$ cat config.mk
export PLATFORM = sky130hd
export DESIGN_NAME = stopwatch_timer_core
export DESIGN_NICKNAME = d
export VERILOG_FILES = /design/src/rtl/stopwatch_pkg.sv /design/src/rtl/stopwatch_timer_core_tick_prescaler.sv /design/src/rtl/stopwatch_timer_core.sv
export SDC_FILE = /design/constraint.sdc
export NUM_CORES = 1
export LEC_CHECK = 0
export ABC_AREA = 1
export CAP_MARGIN = 20
export CORE_UTILIZATION = 58
export CTS_BUF_LIST = sky130_fd_sc_hd__clkbuf_16
export DETAILED_ROUTE_END_ITERATION = 8
export GPL_TIMING_DRIVEN = 0
export PLACE_DENSITY = 0.83
export SLEW_MARGIN = 10
export SYNTH_ARGS = -nofsm -noshare
export SYNTH_HDL_FRONTEND = slang
export SYNTH_SLANG_ARGS = --single-unit
$ cat constraint.sdc
create_clock -name clk -period 2 [get_ports clk]
set_clock_uncertainty 0.2 [all_clocks]
set_input_delay 0.4 -clock clk [delete_from_list [all_inputs] [get_ports clk]]
set_output_delay 0.4 -clock clk [all_outputs]
set_load 0.01 [all_outputs]
$ cat src/rtl/stopwatch_pkg.sv
// Shared encodings and constants for the MM:SS stopwatch/timer core.
// Status codes double as FSM state encodings so the state register can drive
// the status port directly.
package stopwatch_pkg;

    localparam logic [1:0] ST_IDLE    = 2'b00;
    localparam logic [1:0] ST_RUN     = 2'b01;
    localparam logic [1:0] ST_PAUSE   = 2'b10;
    localparam logic [1:0] ST_EXPIRED = 2'b11;

    localparam int              SEC_W   = 6;
    localparam logic [SEC_W-1:0] SEC_MAX = 6'd59;

    // Saturate a preset seconds value to the legal 0..59 range
    function automatic logic [SEC_W-1:0] clamp_sec(input logic [SEC_W-1:0] value);
        return (value > SEC_MAX) ? SEC_MAX : value;
    endfunction

endpackage

$ cat src/rtl/stopwatch_timer_core_tick_prescaler.sv
// Divides clk down to a one-cycle tick every TICKS_PER_SEC enabled cycles.
// The count holds while en is low, so a partial second survives a pause.
module tick_prescaler #(
    parameter int TICKS_PER_SEC = 50_000_000
) (
    input  logic clk,
    input  logic rst_n,
    input  logic clr,
    input  logic en,
    output logic tick
);

    localparam int CNT_W = (TICKS_PER_SEC > 2) ? $clog2(TICKS_PER_SEC) : 1;
    localparam logic [CNT_W-1:0] LAST = CNT_W'(TICKS_PER_SEC - 1);

    logic [CNT_W-1:0] count;

    // Count enabled cycles, wrapping at the last cycle of each second
    always_ff @(posedge clk or negedge rst_n) begin
        if (!rst_n) begin
            count <= '0;
        end else if (clr) begin
            count <= '0;
        end else if (en) begin
            count <= (count == LAST) ? '0 : count + CNT_W'(1);
        end
    end

    assign tick = en && (count == LAST);

endmodule

$ cat src/rtl/stopwatch_timer_core.sv
// MM:SS stopwatch / countdown timer with built-in tick prescaler.
// Optional feature macro: LAP_CAPTURE_EN adds lap_min/lap_sec, loaded by a
// start command while running. Without it, start while running is ignored.
module stopwatch_timer_core
    import stopwatch_pkg::*;
#(
    parameter int TICKS_PER_SEC = 50_000_000,
    parameter int MIN_W         = 8,
    parameter int MAX_MIN       = 99
) (
    input  logic             clk,
    input  logic             rst_n,
    input  logic             start,
    input  logic             stop,
    input  logic             reset,
    input  logic             mode,
    input  logic             load,
    input  logic [MIN_W-1:0] load_min,
    input  logic [5:0]       load_sec,
    output logic [MIN_W-1:0] minutes,
    output logic [5:0]       seconds,
    output logic [1:0]       status,
    output logic             event_p
`ifdef LAP_CAPTURE_EN
    ,
    output logic [MIN_W-1:0] lap_min,
    output logic [5:0]       lap_sec
`endif
);

    localparam logic [MIN_W-1:0] MAX_MIN_V = MIN_W'(MAX_MIN);

    logic [1:0]       state, state_n;
    logic [MIN_W-1:0] min_n;
    logic [5:0]       sec_n;
    logic             ev_n;
    logic             mode_q, mode_n;

    logic cmd_reset, cmd_stop, cmd_load, cmd_start;
    logic is_zero, start_go, stop_go, load_go;
    logic pre_en, pre_clr, tick;
    logic [MIN_W-1:0] min_clamped;
    logic [5:0]       sec_clamped;

    // One command wins per cycle: reset, then stop, then load, then start
    assign cmd_reset = reset;
    assign cmd_stop  = stop  && !reset;
    assign cmd_load  = load  && !reset && !stop;
    assign cmd_start = start && !reset && !stop && !load;

    assign is_zero  = (minutes == '0) && (seconds == '0);
    assign start_go = cmd_start && (((state == ST_IDLE) && !(mode && is_zero)) ||
                                    (state == ST_PAUSE));
    assign stop_go  = cmd_stop && (state == ST_RUN);
    assign load_go  = cmd_load && ((state == ST_IDLE) || (state == ST_PAUSE));

    assign min_clamped = (load_min > MAX_MIN_V) ? MAX_MIN_V : load_min;
    assign sec_clamped = clamp_sec(load_sec);

    // A stop or reset in a tick cycle must not consume the pending tick
    assign pre_en  = (state == ST_RUN) && !cmd_reset && !cmd_stop;
    assign pre_clr = cmd_reset || (start_go && (state == ST_IDLE));

    tick_prescaler #(
        .TICKS_PER_SEC(TICKS_PER_SEC)
    ) u_prescaler (
        .clk  (clk),
        .rst_n(rst_n),
        .clr  (pre_clr),
        .en   (pre_en),
        .tick (tick)
    );

    // Next-state, next-count and event decision for the control FSM
    always_comb begin
        state_n = state;
        min_n   = minutes;
        sec_n   = seconds;
        ev_n    = 1'b0;
        mode_n  = mode_q;
        if (cmd_reset) begin
            state_n = ST_IDLE;
            min_n   = '0;
            sec_n   = '0;
        end else begin
            case (state)
                ST_IDLE, ST_PAUSE: begin
                    if (load_go) begin
                        min_n = min_clamped;
                        sec_n = sec_clamped;
                    end else if (start_go) begin
                        state_n = ST_RUN;
                        if (state == ST_IDLE) begin
                            mode_n = mode;
                        end
                    end
                end
                ST_RUN: begin
                    if (stop_go) begin
                        state_n = ST_PAUSE;
                    end else if (tick) begin
                        if (!mode_q) begin
                            if (seconds == SEC_MAX) begin
                                sec_n = '0;
                                if (minutes == MAX_MIN_V) begin
                                    min_n = '0;
                                    ev_n  = 1'b1;
                                end else begin
                                    min_n = minutes + MIN_W'(1);
                                end
                            end else begin
                                sec_n = seconds + 6'd1;
                            end
                        end else begin
                            if (is_zero) begin
                                state_n = ST_EXPIRED;
                                ev_n    = 1'b1;
                            end else if (seconds == '0) begin
                                sec_n = SEC_MAX;
                                min_n = minutes - MIN_W'(1);
                            end else begin
                                sec_n = seconds - 6'd1;
                                if ((minutes == '0) && (seconds == 6'd1)) begin
                                    state_n = ST_EXPIRED;
                                    ev_n    = 1'b1;
                                end
                            end
                        end
                    end
                end
                default: begin
                end
            endcase
        end
    end

    // Register state, count, event pulse and latched direction
    always_ff @(posedge clk or negedge rst_n) begin
        if (!rst_n) begin
            state   <= ST_IDLE;
            minutes <= '0;
            seconds <= '0;
            event_p <= 1'b0;
            mode_q  <= 1'b0;
        end else begin
            state   <= state_n;
            minutes <= min_n;
            seconds <= sec_n;
            event_p <= ev_n;
            mode_q  <= mode_n;
        end
    end

    assign status = state;

`ifdef LAP_CAPTURE_EN
    logic lap_go;
    assign lap_go = cmd_start && (state == ST_RUN);

    // Snapshot the running count on a start command; reset clears it
    always_ff @(posedge clk or negedge rst_n) begin
        if (!rst_n) begin
            lap_min <= '0;
            lap_sec <= '0;
        end else if (cmd_reset) begin
            lap_min <= '0;
            lap_sec <= '0;
        end else if (lap_go) begin
            lap_min <= minutes;
            lap_sec <= seconds;
        end
    end
`endif

endmodule

# After elaboration in Yosys (flattened, before gate mapping)
# Cells that the tools add are included.
word_totals:
  register_bits: 44
  elab_cells: 112
classes:
  n_addsub: 5
  n_lt_le_gt_ge: 2
  eq_ne: 18
  n_mux: 44
  n_bitwise: 2
  reduce_logical: 35
ops:
  columns: ["cell", "n"]
  rows:
  - ["two-way mux 8 bit", 10]
  - ["two-way mux 26 bit", 3]
  - ["two-way mux 6 bit", 9]
  - ["adder 26 x 1 -> 26 bit, second input constant", 1]
  - ["== test 26 bit, second input constant", 1]
  - ["two-way mux 2 bit", 9]
  - ["logical AND 1 bit", 17]
  - ["!= test 4 bit, second input constant", 4]
  - ["case mux 8 bit (2 select lines)", 1]
  - ["!= test 3 bit, second input constant", 5]
  - ["AND reduction 7 bit", 2]
  - ["case mux 6 bit (2 select lines)", 1]
  - ["two-way mux 1 bit", 10]
  - ["AND reduction 5 bit", 2]
  - ["adder 8 x 1 -> 8 bit, second input constant", 1]
  - ["== test 8 x 7 -> 1 bit, second input constant", 1]
  - ["> comparator 8 x 7 -> 1 bit, second input constant", 1]
  - ["logical NOT 8 bit", 1]
  - ["subtractor 8 x 1 -> 8 bit, second input constant", 1]
  - ["adder 6 x 1 -> 6 bit, second input constant", 1]
  - ["== test 6 x 1 -> 1 bit, second input constant", 1]
  - ["== test 6 bit, second input constant", 1]
  - ["> comparator 6 bit, second input constant", 1]
  - ["logical NOT 6 bit", 1]
  - ["14 further kinds", 21]

# Logic depth before layout (Yosys ltp)
depth:
  ltp_word: 11
  mapped_depth: 12

# Hierarchy
# Synthesis repeated with hierarchy kept, for this count alone.
unflattened:
  cells_unflattened: 562
  area_unflattened_um2: 3552.2
by_module_without_submodules:
  columns: ["mod", "n_inst", "cells_each", "area_each_um2", "seq_area_each_um2"]
  rows:
  - ["stopwatch_timer_core", 1, 311, 1893.1, 450.4]
  - ["tick_prescaler", 1, 251, 1659.1, 650.6]

# Worst setup path after synthesis
# Ideal clock, no wire load.
synth_path:
  path_type: "reg2reg"
  start: "register u_prescaler.count[0]"
  end: "register minutes[1]"
  t_arrival_ns: 1.499
  t_required_ns: 1.677
  slack_ns: 0.178
  path_stages_with_launch: 11
  synth_period_minus_slack_ns: 1.822
  path_cell_list: "dfrtp_1 > ha_1 > nand2_2 > nor2_8 > nand3_4 > nor2_4 > nand3_2 > nand2_2 > nand3_4 > nand2_1 > o21ai_1"
synth_between:
  elab_chain_cells: 4
synth_lines:
  columns: ["item", "line", "rtl"]
  rows:
  - ["start, declared", "stopwatch_timer_core_tick_prescaler.sv:16", "logic [CNT_W-1:0] count;"]
  - ["start signal, assigned", "stopwatch_timer_core_tick_prescaler.sv:25", "count <= (count == LAST) ? '0 : count + CNT_W'(1);"]
  - ["== test 26 bit", "stopwatch_timer_core_tick_prescaler.sv:29", "assign tick = en && (count == LAST);"]
  - ["logical AND 1 bit", "stopwatch_timer_core_tick_prescaler.sv:29", null]
  - ["!= test 3 bit (no line)", null, null]
  - ["AND reduction 7 bit (no line)", null, null]
  - ["end signal, assigned", "stopwatch_timer_core.sv:147", "minutes <= min_n;"]
  - ["end, declared", "stopwatch_timer_core.sv:20", "output logic [MIN_W-1:0] minutes,"]
# Every way passes these cells.
# A chain may end at the register's enable or synchronous reset.

# Worst setup path after layout
layout_path:
  start: "register seconds[0]"
  end: "register minutes[0]"
layout_between:
  elab_chain_cells: 4
  elab_cells_between_ends: 7
layout_lines:
  columns: ["item", "line", "rtl"]
  rows:
  - ["start, declared", "stopwatch_timer_core.sv:21", "output logic [5:0] seconds,"]
  - ["start signal, assigned", "stopwatch_timer_core.sv:148", "seconds <= sec_n;"]
  - ["logical NOT 6 bit", "stopwatch_timer_core.sv:51, stopwatch_timer_core.sv:118", null]
  - ["logical AND 1 bit", "stopwatch_timer_core.sv:51", "assign is_zero = (minutes == '0) && (seconds == '0);"]
  - ["!= test 4 bit (no line)", null, null]
  - ["AND reduction 7 bit (no line) *", null, null]
# Mark *: on every way between the ends. The rest lies on a longest branch, timed or not.

==> flow_summary.json <==
{
  "maxCapViolCount": 0,
  "rsz0062_at_grt": "yes",
  "grt_usage": 0.288,
  "power_density_mw_per_mm2": 886,
  "grt_pass1_vias": 3292,
  "io_pins": 38,
  "synthTopCellsByArea": "dfrtp_1 (30%), nand2_1 (17%), nand3_1 (6.2%)",
  "required_ns": 2.03,
  "drtAntennaViolNets": 0,
  "synth_ff_type": "dfrtp_1",
  "synth_fp_nets": 564,
  "syn-instance-count": 536,
  "place.gp.congestion": 0.864,
  "critPathLaunchType": "register",
  "ys_types": 39,
  "die_h_um": 81.7,
  "synth_commonest_cells": "nand2_1 (170), inv_1 (50), nor2_1 (50)",
  "ys_seq_area_frac": 0.299,
  "area_delta_synth_final_pct": 24.0,
  "start_util": 0.612,
  "period_share": 0.988,
  "status": "finished clean",
  "cts_sinks": 44,
  "first_pass_iters": 5,
  "setup_viol": 0,
  "drv_slew": 0,
  "dieArea_sq_mm": 0.00668,
  "fin_nets": 626,
  "htree_levels": 2,
  "endpoint_kind": "register",
  "grt_start_max_net_pins": 26,
  "hold_violations": 0,
  "p_leak_uw": 0.00212,
  "hold_ws_ns": 0.354,
  "tightestPinTransition_ns": 0.510,
  "syn-cell-area_sq_mm": 0.00368,
  "ys_ff_latch": 44,
  "diodes": 0,
  "num_rows": 28,
  "ir_drop_mv": 0.695,
  "synth-edff-count": 0,
  "cp_max_fo": 7,
  "min_path_type": "register to register",
  "min_period_ns": 1.98,
  "timing_worst_setup_path_type": "register to register",
  "utilization": 0.758,
  "numCtsBuffers": 5,
  "avgRoutedWirePerCell_um": 14.6,
  "grt_pass1_wl_mm": 14.8,
  "synth_area_leader_cell": "dfrtp_1",
  "route.vias.total": 3793,
  "cts_tree": "built",
  "cts.reportedPaths.clkPinSlew_ns": 0.07,
  "yosysWarningCount": 0,
  "syn_avg_cell_area_sq_um": 6.87,
  "drive_gt1_frac": 0.217,
  "die_w_um": 81.7,
  "drt_iter0_markers": 264,
  "via_per_inst": 5.63,
  "yosysMostFrequentCell": "nand2_1",
  "drt-total-wl_mm": 9.82,
  "antenna_found_initial": 0,
  "clock.fmax_ghz": 0.506,
  "drc": 0,
  "netlist.area_leader.share": 0.299,
  "port_buffers": 37,
  "fp.coreArea_sq_mm": 0.00603,
  "cts.path.max_buffers": 2,
  "async_flop_share": 1.00,
  "root_buffer": "clkbuf_16",
  "cp_data_arrival_time_ns": 2.01,
  "dp_hpwl_mm": 6.62,
  "clock_latency_ns": 0.29,
  "grt_overflow_total": 0,
  "slew-limit-headroom": 0.660
}
## flip-flops by register name (all words and copies together), names as in the netlist
signal             cells
u_prescaler.count     26
minutes                8
seconds                6
status                 2
event_p                1
mode_q                 1
## cell type report
class                           instances  area [sq um]
Clock inverter                          3          46.3
Timing Repair Buffer                   54           513
Inverter                               64           263
Clock buffer                            5           125
Multi-Input combinational cell        421          2350
Buffer                                  8          73.8
Tap cell                               75          93.8
Fill cell                             469          1460
Sequential cell                        44          1110
## cells in the final DEF (no fill, tap or decap), drive strengths merged
| master | synthesis | final |
|---|---|---|
| nor3b | 1 | 1 |
| o211ai | 2 | 2 |
| a21oi | 13 | 13 |
| dfrtp | 44 | 44 |
| nor3 | 7 | 7 |
| clkinv | 3 | 2 |
| ha | 7 | 7 |
| buf | 8 | 25 |
| dlygate4sd3 | 0 | 1 |
| nor2 | 70 | 70 |
| clkbuf | 0 | 5 |
| o21ai | 47 | 47 |
| or2 | 4 | 4 |
| nand3 | 57 | 58 |
| clkinvlp | 0 | 3 |
| a211oi | 1 | 1 |
| nor4 | 1 | 1 |
| clkdlybuf4s50 | 0 | 33 |
| xnor2 | 4 | 4 |
| bufinv | 0 | 1 |
| nand2 | 179 | 179 |
| inv | 61 | 61 |
| o22ai | 5 | 5 |
| nand3b | 5 | 5 |
| nand4 | 8 | 8 |
| xor2 | 9 | 9 |
| dlymetal6s2s | 0 | 3 |
## repair_timing
| item | CTS | global route |
|---|---|---|
| setup buffers | 4 | 10 |
| resized for setup | 3 | 29 |
| endpoints found under the setup margin | 23 | 43 |
| hold buffers | 1 | 0 |
| endpoints found under the hold margin | 19 | 0 |
| cloned | 0 | 2 |
| pin swaps | 1 | 3 |
## worst paths after layout
path                                       from                     to  slack, ns  cells after the start
max in group asynchronous                 rst_n             seconds[3]       0.67                      3
max                                  seconds[0]             minutes[0]       0.02                      9
min                        u_prescaler.count[1]   u_prescaler.count[1]       0.35                      2
min reg2reg                u_prescaler.count[1]   u_prescaler.count[1]       0.35                      2
min in group asynchronous                 rst_n  u_prescaler.count[18]       0.41                      2
max reg2reg                          seconds[0]             minutes[0]       0.02                      9
## routing by layer
layer | global-route usage | part of all wire | vias up
met5 | 0 | 0 | -
met4 | 0.0789 | 0.011 | 0
met3 | 0.0456 | 0.065 | 11
met2 | 0.481 | 0.48 | 145
met1 | 0.386 | 0.44 | 1779
li1 | - | - | 1858
## where the power goes
group          leakage, uW  internal, uW  switching [uW]  total [uW]
logic              0.00145           760            1100        1860
clock network    0.0000804           595             390         985
registers         0.000592          1010             191        1200
## metrics by stage
stage	setup slack [ns]	total power (uW)	std cells	cell area (sq um)	TNS, ns
floorplan	0.178	2320	536	3680	0
finish	0.0235	4050	674	4570	0
detailed placement	-0.333	2840	649	4160	-11.74
global placement	-0.986	2800	648	4150	-54.30
CTS	0.000774	3870	662	4380	0
global route	-0.0581	4300	674	4570	-0.672
## worst max-delay path, stage by stage, from the launching register on
cell and delay (ns):
dfrtp_2 0.44, ha_2 0.24, nand3_1 0.16, nor2_4 0.17, nor2_1 0.09, o21ai_4 0.22
nand3_4 0.16, clkinv_4 0.12, nand2_1 0.06, nand2_1 0.05
## kinds of logic after synthesis
| group | count (synthesis) | share of synthesized area |
|---|---|---|
| buffers and inverters | 72 | 0.0876 |
| XOR/XNOR | 13 | 0.0309 |
| adder cells (fa/ha/maj) | 7 | 0.0238 |
| flip-flops | 44 | 0.299 |
| AND/OR/NAND/NOR | 332 | 0.437 |
| AO/OA/AOI/OAI | 68 | 0.122 |
Note: power is estimated with default switching activity, not from simulation.
